`src/rtl/seg_pkg.sv`:
```
// Shared types and constants for the scrolling seven-segment driver.
// Segment table entries are a..g with 1 = lit; outputs are inverted later.
package seg_pkg;

    typedef enum logic [1:0] {
        SEG_BLANK  = 2'd0,
        SEG_STATIC = 2'd1,
        SEG_SCROLL = 2'd2,
        SEG_BLINK  = 2'd3
    } seg_mode_t;

    localparam logic [7:0] SEG_OFF = 8'hFF;

    localparam logic [6:0] SEG_HEX [16] = '{
        7'b1111110, 7'b0110000, 7'b1101101, 7'b1111001,
        7'b0110011, 7'b1011011, 7'b1011111, 7'b1110000,
        7'b1111111, 7'b1111011, 7'b1110111, 7'b0011111,
        7'b1001110, 7'b0111101, 7'b1001111, 7'b1000111
    };

endpackage

```
`src/rtl/seg_hex_decode.sv`:
```
// Combinational hex nibble plus dp to active-low segment byte.
// Output bit7..bit1 = a..g, bit0 = dp.
module seg_hex_decode
    import seg_pkg::*;
(
    input  logic [3:0] nib,
    input  logic       dp,
    output logic [7:0] seg
);

    assign seg = ~{SEG_HEX[nib], dp};

endmodule

```
`src/rtl/seg_scroll_disp.sv`:
```
// Parametrised seven-segment driver with blank/static/scroll/blink modes.
// Optional leading-zero blanking: define SEG_LEADING_ZERO_BLANK_EN.
module seg_scroll_disp
    import seg_pkg::*;
#(
    parameter int NUM_DIGITS = 8,
    parameter int CLK_DIV    = 5000000,
    parameter int CNT_W      = 32
) (
    input  logic                    clk,
    input  logic                    rst,
    input  logic                    in_valid,
    output logic                    in_ready,
    input  logic [4*NUM_DIGITS-1:0] in_data,
    input  logic [NUM_DIGITS-1:0]   in_dp,
    input  logic [1:0]              in_mode,
    output logic [8*NUM_DIGITS-1:0] o_seg,
    output logic                    busy
);

    localparam int OFF_W = (NUM_DIGITS > 1) ? $clog2(NUM_DIGITS) : 1;
    localparam logic [OFF_W-1:0] OFF_LAST = OFF_W'(NUM_DIGITS - 1);

    seg_mode_t               state, state_nxt;
    logic [CNT_W-1:0]        cnt;
    logic [OFF_W-1:0]        offset;
    logic                    phase;
    logic [4*NUM_DIGITS-1:0] data_q;
    logic [NUM_DIGITS-1:0]   dp_q;
    logic [8*NUM_DIGITS-1:0] seg_q, seg_nxt;
    logic [63:0]             data_pad;
    logic [15:0]             dp_pad;
    logic [NUM_DIGITS-1:0]   lz_blank;
    logic                    tick, load;

    assign tick     = (cnt == CNT_W'(CLK_DIV - 1));
    assign busy     = (state == SEG_SCROLL) && (offset != '0);
    assign in_ready = !busy;
    assign load     = in_valid && in_ready;
    assign o_seg    = seg_q;
    assign data_pad = 64'(data_q);
    assign dp_pad   = 16'(dp_q);

    always_comb begin
        state_nxt = state;
        if (load) state_nxt = seg_mode_t'(in_mode);
    end

    always_ff @(posedge clk) begin
        if (!rst) begin
            state  <= SEG_BLANK;
            cnt    <= '0;
            offset <= '0;
            phase  <= 1'b0;
            data_q <= '0;
            dp_q   <= '0;
            seg_q  <= {NUM_DIGITS{SEG_OFF}};
        end else begin
            state <= state_nxt;
            seg_q <= seg_nxt;
            if (load) begin
                cnt    <= '0;
                offset <= '0;
                phase  <= 1'b1;
                data_q <= in_data;
                dp_q   <= in_dp;
            end else begin
                cnt <= tick ? '0 : cnt + CNT_W'(1);
                if (tick && state == SEG_SCROLL)
                    offset <= (offset == OFF_LAST) ? '0 : offset + OFF_W'(1);
                if (tick && state == SEG_BLINK)
                    phase <= ~phase;
            end
        end
    end

`ifdef SEG_LEADING_ZERO_BLANK_EN
    // lz[i]: nibbles i..top are all zero; digit 0 never blanks
    logic [NUM_DIGITS-1:0] lz;
    always_comb begin
        lz = '0;
        lz[NUM_DIGITS-1] = (data_q[4*NUM_DIGITS-1 -: 4] == 4'h0);
        for (int i = NUM_DIGITS - 2; i >= 0; i--)
            lz[i] = lz[i+1] && (data_q[4*i +: 4] == 4'h0);
        lz_blank = '0;
        if (state == SEG_STATIC || state == SEG_BLINK)
            lz_blank = {lz[NUM_DIGITS-1:1], 1'b0} & ~NUM_DIGITS'(1);
    end
`else
    assign lz_blank = '0;
`endif

    for (genvar g = 0; g < NUM_DIGITS; g++) begin : g_digit
        logic [4:0] sum;
        logic [3:0] src;
        logic [7:0] dec, show;
        logic       dark;

        always_comb begin
            sum = 5'(g) + 5'(offset);
            if (sum >= 5'(NUM_DIGITS)) sum = sum - 5'(NUM_DIGITS);
        end
        assign src = sum[3:0];

        seg_hex_decode u_dec (
            .nib (data_pad[{src, 2'b00} +: 4]),
            .dp  (dp_pad[src]),
            .seg (dec)
        );

        assign show = lz_blank[g] ? {7'h7F, ~dp_pad[src]} : dec;
        assign dark = (state == SEG_BLANK) ||
                      (state == SEG_BLINK && !phase);
        assign seg_nxt[8*g +: 8] = dark ? SEG_OFF : show;
    end

endmodule

```
`config.mk`:
```
export PLATFORM = sky130hd
export DESIGN_NAME = seg_scroll_disp
export DESIGN_NICKNAME = d
export VERILOG_FILES = /design/src/rtl/seg_pkg.sv /design/src/rtl/seg_hex_decode.sv /design/src/rtl/seg_scroll_disp.sv
export SDC_FILE = /design/constraint.sdc
export NUM_CORES = 1
export LEC_CHECK = 0
export BUFFER_PORTS_ARGS = -buffer_cell sky130_fd_sc_hd__clkbuf_2
export CORE_ASPECT_RATIO = 0.75
export CORE_MARGIN = 2
export CORE_UTILIZATION = 50
export DETAILED_ROUTE_END_ITERATION = 10
export HOLD_SLACK_MARGIN = 0.03
export PLACE_DENSITY = 0.7
export SLEW_MARGIN = 20
export SYNTH_ARGS = -nofsm -noshare
export SYNTH_HDL_FRONTEND = slang
export SYNTH_SLANG_ARGS = --single-unit
```
`constraint.sdc`:
```
create_clock -name clk -period 8.7 [get_ports clk]
set_input_delay 1.305 -clock clk [delete_from_list [all_inputs] [get_ports clk]]
set_output_delay 1.305 -clock clk [all_outputs]
set_load 0.01 [all_outputs]
```
==> impl_metrics.csv, run 1 <==
group,metric,value,unit
clock_tree,post_cts_buffers,0,
grt,grt_max_degree,56,
sta,period_needed,4.11,ns
floorplan,die_area,18900,sq um
placed_design,io_buffers,110,
synthesis,synth-simple-area-share,16.2,%
routing,drt_iter0_markers,666,
critical_path,path_max_fanout,19,
synthesis,ys_warn_count,0,
synthesis,syn_area,8920,sq um
grt,busiest_layer,"met1",
floorplan,initial_utilization,50.8,%
critical_path,setup.worst_path.end_class,"flop",
power,power.density,157,nW/um^2
grt,grt_pass1_wl,34.5,mm
routing,viasPerCell,5.79,
power,ir_drop,0.000107,V
hold_path,holdCritStartpoint,"cnt[0]",
clock_tree,cts_tree,"built",
critical_path,r2r_cells,10,
critical_path,worstPathRequired,8.96,ns
critical_path,reg2reg_slack,4.59,ns
clock_tree,cts_htree_levels,4,
critical_path,crit_path_start_kind,"flop",
status,status,"complete, no violations",
finish,layout_common_cells,"dfxtp_1 (140), nand2_1 (139), clkbuf_2 (110), nor2_1 (59), mux2i_1 (56)",
sta,fin_tns_setup,0,ns
finish,area.growth.synth_to_final,13.0,%
grt,grtUsageMet3,6.64,%
sta,relSlewSlack,28.4,%
clock_tree,cts_root_buf,"clkbuf_16",
clock_tree,post_cts_resized,0,
synthesis,async_flop_share,0,%
finish,final_common_cell,"dfxtp_1",
routing,wire_per_inst,17.3,um
synthesis,netlist_instances,933,
sta,clock.fmax,243,MHz
sta,rsz0062_at_grt,"false",
finish,antennaDiodeCount,0,
clock_tree,clkTransAtPathRegs,0.06,ns
synthesis,synth_edf_count,0,
hold_path,holdPathEnd,"cnt[0]",
sta,fin_hold_ws,0.490,ns
power,power,0.00158,W
job,maxCapViolCount,0,
finish,design_area,10100,sq um
critical_path,worstPathArrival,4.37,ns
synthesis,ys_ff_latch,142,
sta,slew_viol_final,0,
grt,grt_use_met1,37.4,%
clock_tree,cts_sinks,142,
critical_path,crit_type,"reg2reg",
hold_path,hold_path_class,"reg2reg",
synthesis,synth_cell_types,57,
synthesis,syn_nets,1033,
clock_tree,cts_hold_buf,0,
synthesis,synth-compound-area-share,12.1,%
clock_tree,clk-insertion-delay-late,0.43,ns
placed_design,dp_hpwl,15.5,mm
clock_tree,cts_made_buffers,17,
critical_path,r2r_end,"o_seg[20]",
synthesis,synth_top_family_by_area,"multiplexers",
grt,grt-ovfl-total,0,
sta,finalHoldViolations,0,
floorplan,core,17600,sq um
routing,via_count,7323,
finish,fin_util,57.5,%
clock_tree,clk_path_buf_depth,2,
synthesis,synth_seq_area_share,31.9,%
hold_path,min_path_cells,1,
floorplan,rows,42,
grt,grt_usage,23.4,%
synthesis,syn-mean-instance-area,9.57,sq um
sta,worstMarginPinSlew,1.07,ns
grt,grt_pass1_vias,6481,
sta,fin_skew,0.00950,ns
routing,drc,0,
grt,use_met2,29.8,%
finish,nets,1110,
synthesis,muxShareOfSynthArea,23.7,%
finish,drive_above_1_share,23.8,%
synthesis,yosys.area_share.adder,7.71,%
sta,fin_crit_sh,47.2,%
power,p_leak,3.75,nW
routing,ant_nets,0,
placed_design,dpl_cell_area,9550,sq um
routing,drt_pass1_iterations,7,
floorplan,die_x,158,um
floorplan,io_pins,111,
grt,antenna_found_initial,0,
floorplan,die_height,120,um
critical_path,rr_startpoint,"offset[2]",
placed_design,gp_routability_congestion,0.868,
sta,setup-violations-final,0,
synthesis,synth-xor-area-share,3.53,%
synthesis,ys.flop_type,"dfxtp_1",
routing,drt_wl_total,21.9,mm
stage by stage:
step                      worst slack [ns]  std cells
after global routing                  4.35       1265
final                                 4.59       1265
after detailed placement              4.65       1233
after CTS                             4.63       1265
after floorplan                       5.08        933
after global placement                4.79       1233
Yosys cell counts, drive strengths merged (4+ instances only):
library cell	number	share of area [%]
dfxtp	142	32
nand2	139	5.8
nor2	59	2.5
mux2i	58	6.8
ha	55	7.7
mux4	53	13
a21boi	42	3.5
inv	37	1.6
clkbuf	34	1.4
xnor2	29	2.8
mux2	28	3.5
buf	26	1.9
nor3	26	1.6
o221ai	26	2.6
a21oi	25	1.4
nand3	23	1.3
o21ai	21	1.2
nor4	12	1.1
nand2b	11	0.77
a31oi	9	0.63
o31ai	9	0.76
nand4	7	0.49
xor2	7	0.69
nor2b	5	0.35
a211oi	4	0.34
and3	4	0.28
and4	4	0.39
nor4b	4	0.39
or2	4	0.28
critical path, stage by stage, from the launching register on:
cell	delay, ns
dfxtp_1	0.82
inv_1	0.44
ha_1	0.86
mux4_2	0.59
mux2_2	0.30
and2_1	0.21
inv_1	0.14
ha_1	0.18
nor2_1	0.05
a221oi_1	0.24
o21ai_1	0.11
per-layer routing:
metal | vias up | wire length [um]
li1 | 3534 | -
met1 | 3432 | 10900
met2 | 323 | 8600
met3 | 34 | 2090
met4 | 0 | 320
met5 | - | 0
layout make-up:
type                    instances  area [sq um]
clock buffers                  19           433
clock inverters                13           108
fillers                      1615          7460
inverters                      37           139
multi-input cells             694          5650
flip-flops and latches        142          2850
well taps                     242           303
repair buffers                118           611
cells by family (layout without fill, tap and decap cells):
family / Yosys count / count (layout)
AO/OA/AOI/OAI: 155 / 155
XOR/XNOR: 36 / 36
adder cells (fa/ha/maj): 55 / 55
buffers and inverters: 97 / 187
flip-flops: 142 / 142
multiplexers: 139 / 139
AND/OR/NAND/NOR: 309 / 309
sequential cells by signal, indices dropped and copies added, names as in the netlist:
signal	count
phase	1
state	2
data_q	32
offset	3
dp_q	8
cnt	32
o_seg	64
how the worst max path moves through the flow:
stage	cells past startpoint	slack, ns	startpoint	end
4_1_cts	10	4.63	offset[2]	o_seg[20]
3_3_place_gp	10	4.79	offset[2]	o_seg[20]
6_report	10	4.59	offset[2]	o_seg[20]
2_1_floorplan	14	5.08	offset[1]	o_seg[12]
5_1_grt	10	4.35	offset[2]	o_seg[20]
3_5_place_dp	10	4.65	offset[2]	o_seg[20]
where the power goes:
part	internal [W]	total, W	switching [W]	leakage, nW
combinational	0.0000885	0.000200	0.000112	2.34
clock	0.000370	0.000671	0.000301	0.247
sequential	0.000681	0.000713	0.0000315	1.16
Note: power is estimated with default switching activity, not from simulation.
==> inputs of run 2 (changes only) <==
ABC_AREA = 1   (was unset)
PLACE_DENSITY = 0.71   (was 0.7)
clock period = 4.07 ns   (was 8.7 ns; I/O delays follow)
==> run 2 against run 1 <==
Clock-buffer cell count is 2 lower. First-iteration DRC count is 23% higher. Non-clock buffer count is 2 higher. Clock skew is 0.0017 ns higher. Total power is 120% higher. Wire length is 4.8% higher. Combinational power grew to 2.6 times the previous value. Worst hold slack worse by 0.092 ns. Sequential share of layout area is 1.1 points higher. Largest cell class unchanged.
==> impl_metrics.csv, run 2 <==
group,metric,value,unit
synthesis,ys_warn_count,0,
synthesis,synth_commonest_cells,"nand2_1 (391), nand3_1 (211), nor2_1 (153), dfxtp_1 (142), inv_1 (90)",
grt,busiest_layer,"met1",
power,power_frac_clock,42.0,%
routing,drt_pass1_iterations,6,
clock_tree,cts_root_buf,"clkbuf_16",
placed_design,dp_hpwl,17.4,mm
finish,nets,1494,
grt,grt_use_met1,39.0,%
placed_design,gp_routability_congestion,1.01,
clock_tree,cts_tree,"built",
sta,worstMarginPinSlew,0.781,ns
critical_path,path_max_fanout,38,
synthesis,syn_area,8450,sq um
sta,fin_crit_sh,71.8,%
power,p_int,0.00244,W
critical_path,setup.worst_path.end_class,"flop",
sta,clock.fmax,342,MHz
synthesis,synth.largest_area_cell,"dfxtp_1",
job,maxCapViolCount,0,
critical_path,worstPathArrival,3.23,ns
power,pwr-share-seq,43.4,%
clock_tree,cts_sinks,142,
power,switching_share,30.1,%
critical_path,crit_start,"offset[0]",
floorplan,initial_utilization,50.7,%
critical_path,reg2reg_slack,1.15,ns
floorplan,rows,41,
sta,setup-violations-final,0,
routing,drt_iter0_markers,818,
sta,finalHoldViolations,0,
clock_tree,cts_hold_buf,0,
synthesis,async_flop_share,0,%
floorplan,die_x,154,um
finish,fillers,1601,
floorplan,die_area,18000,sq um
synthesis,syn-mean-instance-area,6.50,sq um
placed_design,io_buffers,110,
finish,seqCellArea,2840,sq um
sta,rsz0062_at_grt,"false",
power,power.density,360,nW/um^2
synthesis,ys_ff_latch,142,
synthesis,yosysMostFrequentCell,"nand2_1",
grt,grt_max_degree,48,
synthesis,synth_seq_area_share,33.6,%
routing,wire_per_inst,14.1,um
synthesis,synth_cell_types,32,
sta,slew_viol_final,0,
finish,fin_util,58.2,%
status,status,"complete, no violations",
synthesis,synth_top_cell_area_share,33.6,%
clock_tree,clk-insertion-delay-late,0.43,ns
grt,antenna_found_initial,0,
finish,multi_input_area,5010,sq um
clock_tree,clk_path_buf_depth,2,
grt,grt-ovfl-total,0,
critical_path,critPathCapture,"o_seg[60]",
finish,finalNonFillerCells,1622,
critical_path,crit_type,"reg2reg",
synthesis,netlist_instances,1301,
finish,largest_reg_flops,64,
grt,grtUsageMet3,6.64,%
critical_path,rr_startpoint,"offset[0]",
grt,grt_pass1_wl,37.4,mm
floorplan,die_height,117,um
synthesis,ys.flop_type,"dfxtp_1",
finish,layout_common_cells,"nand2_1 (391), nand3_1 (211), nor2_1 (153), dfxtp_1 (142), clkbuf_2 (110)",
synthesis,synth_edf_count,0,
finish,final_common_cell,"nand2_1",
power,ir_drop,0.000252,V
clock_tree,post_cts_buffers,0,
sta,fin_skew,0.0112,ns
placed_design,dp.cells,1590,
power,p_leak,4.43,nW
synthesis,yosys-top-cells-area,"dfxtp_1 (34%), nand2_1 (17%), nand3_1 (12%)",
routing,drc,0,
sta,relSlewSlack,47.8,%
grt,grt_usage,26.2,%
routing,viasPerCell,5.34,
power,switching_power,0.00105,W
finish,area.growth.synth_to_final,14.7,%
clock_tree,clkTransAtPathRegs,0.06,ns
sta,fin_hold_ws,0.397,ns
synthesis,syn_nets,1401,
clock_tree,post_cts_resized,0,
routing,ant_nets,0,
finish,antennaDiodeCount,0,
grt,use_met2,37.1,%
clock_tree,cts_made_buffers,17,
routing,drt_wl_total,22.9,mm
hold_path,hold_path_class,"in2reg",
critical_path,r2r_end,"o_seg[60]",
finish,drive_above_1_share,14.0,%
critical_path,r2r_cells,13,
clock_tree,cts_htree_levels,4,
routing,via_count,8657,
sta,period_needed,2.92,ns
power,power_frac_comb,14.6,%
critical_path,worstPathRequired,4.38,ns
critical_path,crit_path_start_kind,"flop",
floorplan,io_pins,111,
floorplan,core,16700,sq um
sta,fin_tns_setup,0,ns
grt,grt_pass1_vias,7515,
[run 2: cell type report]
class / count / share of cell area, %
Tap cell: 215 / 2.77
Multi-Input combinational cell: 1011 / 51.7
Clock inverter: 15 / 1.29
Clock buffer: 17 / 4.39
Inverter: 102 / 3.95
Timing Repair Buffer: 120 / 6.58
Sequential cell: 142 / 29.3
[run 2: how the worst min path moves through the flow]
stage	start	end	slack [ns]	cells past startpoint
floorplan	cnt[0]	cnt[0]	0.42	1
global placement	cnt[0]	cnt[0]	0.43	1
detailed placement	cnt[0]	cnt[0]	0.45	1
CTS	in_mode[1]	state[1]	0.38	3
global route	in_mode[1]	state[1]	0.41	3
finish	in_mode[1]	state[1]	0.40	3
[run 2: cell families (layout without fill, tap and decap cells)]
| family | count (synthesis) | in the layout | share of synthesized area, % |
|---|---|---|---|
| compound gates | 130 | 130 | 8.17 |
| xor+xnor | 16 | 16 | 1.92 |
| fa+ha+maj | 55 | 55 | 8.14 |
| buf+inv | 148 | 254 | 7.07 |
| flops | 142 | 142 | 33.6 |
| simple gates | 810 | 810 | 41.1 |
[run 2: worst max-delay path, cell delays in order, from the launching register on]
cell and delay (ns):
dfxtp_1 0.32, inv_2 0.42, ha_1 0.34, inv_1 0.50, nand3_1 0.22, nand2_1 0.11, nand2_1 0.06, nand2_2 0.17
inv_1 0.10, ha_1 0.30, inv_1 0.07, a21oi_1 0.06, nand2_1 0.07, nand3_1 0.07
[run 2: per-layer routing]
layer / wire length [um] / share of wire (%) / vias up
met5: 0 / 0 / -
met4: 278 / 1.2 / 0
met3: 2220 / 9.7 / 20
met2: 8860 / 39 / 392
met1: 11600 / 50 / 3846
li1: - / - / 4399
[run 2: metrics by stage]
stage	instance area [sq um]	setup WS (ns)	power (W)
3_5_place_dp	9150	1.22	0.00205
4_1_cts	9700	1.19	0.00351
3_3_place_gp	9150	1.26	0.00204
5_1_grt	9700	0.912	0.00365
2_1_floorplan	8450	1.63	0.00188
6_report	9700	1.15	0.00349
[run 2: power by group through the flow]
stage / sequential [W] / combinational [W] / clock, W
4_1_cts: 0.00152 / 0.000506 / 0.00149
2_1_floorplan: 0.00155 / 0.000323 / 0
3_3_place_gp: 0.00155 / 0.000499 / 0
6_report: 0.00152 / 0.000510 / 0.00147
5_1_grt: 0.00152 / 0.000585 / 0.00154
3_5_place_dp: 0.00155 / 0.000503 / 0
==> inputs of run 3 (changes only) <==
clock period = 2.9 ns   (was 4.07 ns; I/O delays follow)
==> run 3 against run 2 <==
Clock skew is 0.0019 ns higher. Utilization grew 0.58 points. Worst setup slack got worse by 0.88 ns. Global-route usage fell by 0.054 points. Cell count grew 0.18%. Register-to-register slack lost 0.88 ns. Worst hold slack got worse by 0.17 ns. Largest cell class unchanged. Largest power group is now the clock network. Highest routed layer unchanged.
==> impl_metrics.csv, run 3 (synthesis gave the netlist of run 2 again) <==
group,metric,value,unit
sta,slew_viol_final,0,
sta,period_needed,2.64,ns
routing,wire_per_inst,14.1,um
critical_path,crit_type,"reg2reg",
floorplan,die_height,117,um
critical_path,path_max_fanout,47,
routing,drc,0,
grt,grt_usage,26.2,%
finish,final_common_cell,"nand2_1",
placed_design,gp_routability_congestion,1.02,
sta,fin_skew,0.0132,ns
sta,relSlewSlack,54.1,%
status,status,"complete, no violations",
finish,largest_reg_flops,64,
critical_path,crit_path_start_kind,"flop",
floorplan,initial_utilization,50.7,%
power,power,0.00511,W
routing,drt_wl_total,22.9,mm
routing,via_count,8582,
clock_tree,post_cts_resized,0,
floorplan,die_area,18000,sq um
finish,drive_above_1_share,14.3,%
clock_tree,cts_hold_buf,0,
floorplan,io_pins,111,
grt,antenna_found_initial,0,
sta,setup-violations-final,0,
critical_path,worstPathRequired,3.26,ns
routing,drt_iter0_markers,840,
clock_tree,clk_path_buf_depth,2,
placed_design,io_buffers,110,
floorplan,rows,41,
routing,viasPerCell,5.28,
sta,fin_tns_setup,0,ns
clock_tree,post_cts_buffers,0,
sta,clock.fmax,379,MHz
critical_path,reg2reg_slack,0.26,ns
clock_tree,cts_made_buffers,17,
critical_path,setup.worst_path.end_class,"flop",
sta,fin_crit_sh,90.9,%
clock_tree,cts_sinks,142,
power,p_leak,4.48,nW
grt,grt_pass1_wl,37.4,mm
grt,grt_pass1_vias,7531,
clock_tree,cts_tree,"built",
finish,nets,1497,
floorplan,core,16700,sq um
power,power.density,522,nW/um^2
finish,antennaDiodeCount,0,
routing,drt_pass1_iterations,9,
finish,layout_common_cells,"nand2_1 (391), nand3_1 (211), nor2_1 (153), dfxtp_1 (142), clkbuf_2 (110)",
floorplan,die_x,154,um
clock_tree,clkTransAtPathRegs,0.06,ns
hold_path,hold_path_class,"in2reg",
critical_path,worstPathArrival,3.00,ns
routing,ant_nets,0,
placed_design,dp_hpwl,17.3,mm
sta,finalHoldViolations,0,
finish,area.growth.synth_to_final,15.8,%
clock_tree,clk-insertion-delay-late,0.43,ns
finish,fillers,1618,
sta,rsz0062_at_grt,"false",
power,ir_drop,0.000387,V
grt,grt_max_degree,56,
clock_tree,cts_root_buf,"clkbuf_16",
clock_tree,cts_htree_levels,4,
job,maxCapViolCount,0,
sta,worstMarginPinSlew,0.683,ns
grt,grt-ovfl-total,0,
-- run 3: through the flow --
step / hold slack [ns] / area [sq um] / std cells / util (%) / setup slack (ns)
after floorplan: 0.418 / 8450 / 1301 / - / 0.463
after global placement: 0.432 / 9170 / 1593 / 55.0 / 0.315
after detailed placement: 0.438 / 9170 / 1593 / 55.0 / 0.268
after CTS: 0.212 / 9790 / 1625 / 58.7 / 0.227
after global routing: 0.242 / 9790 / 1625 / 58.7 / 0.0333
final: 0.225 / 9790 / 1625 / 58.7 / 0.265
-- run 3: area by class of cell --
class / instances / area [sq um] / share of cell area [%]
clock buffers: 20 / 457 / 4.66
clock inverters: 12 / 160 / 1.64
inverters: 102 / 387 / 3.95
multi-input cells: 1011 / 5020 / 51.2
flip-flops and latches: 142 / 2840 / 29.0
well taps: 215 / 269 / 2.75
repair buffers: 123 / 661 / 6.75
-- run 3: power by group --
part / internal, W / switching, W / total [W] / leakage [nW]
registers: 0.00206 / 0.0000676 / 0.00213 / 1.17
clock network: 0.00140 / 0.000865 / 0.00227 / 0.301
logic: 0.000247 / 0.000465 / 0.000712 / 3.01
total: 0.00372 / 0.00140 / 0.00511 / 4.48
-- run 3: routing by layer --
metal	up-vias	global-route usage, %	part of all wire, %	wire (um)
li1	4406	-	-	-
met1	3783	39.6	51	11700
met2	363	36.6	38	8730
met3	30	6.79	9.3	2130
met4	0	6.79	1.4	310
met5	-	0	0	0
-- run 3: worst max-delay path: stages (launching register included) --
cell and delay (ns):
dfxtp_1 0.35, buf_4 0.40, ha_1 0.25, ha_1 0.35, inv_1 0.20, nand3_1 0.10
nand2_1 0.15, inv_1 0.12, ha_1 0.32, o21ai_0 0.16, nand2_1 0.07, nand3_1 0.09
-- run 3: final timing paths --
| kind | cells past startpoint | endpoint | from |
|---|---|---|---|
| max reg2reg | 11 | o_seg[12] | offset[0] |
| min reg2reg | 1 | cnt[0] | cnt[0] |
| min | 3 | state[1] | in_mode[1] |
| max | 11 | o_seg[12] | offset[0] |
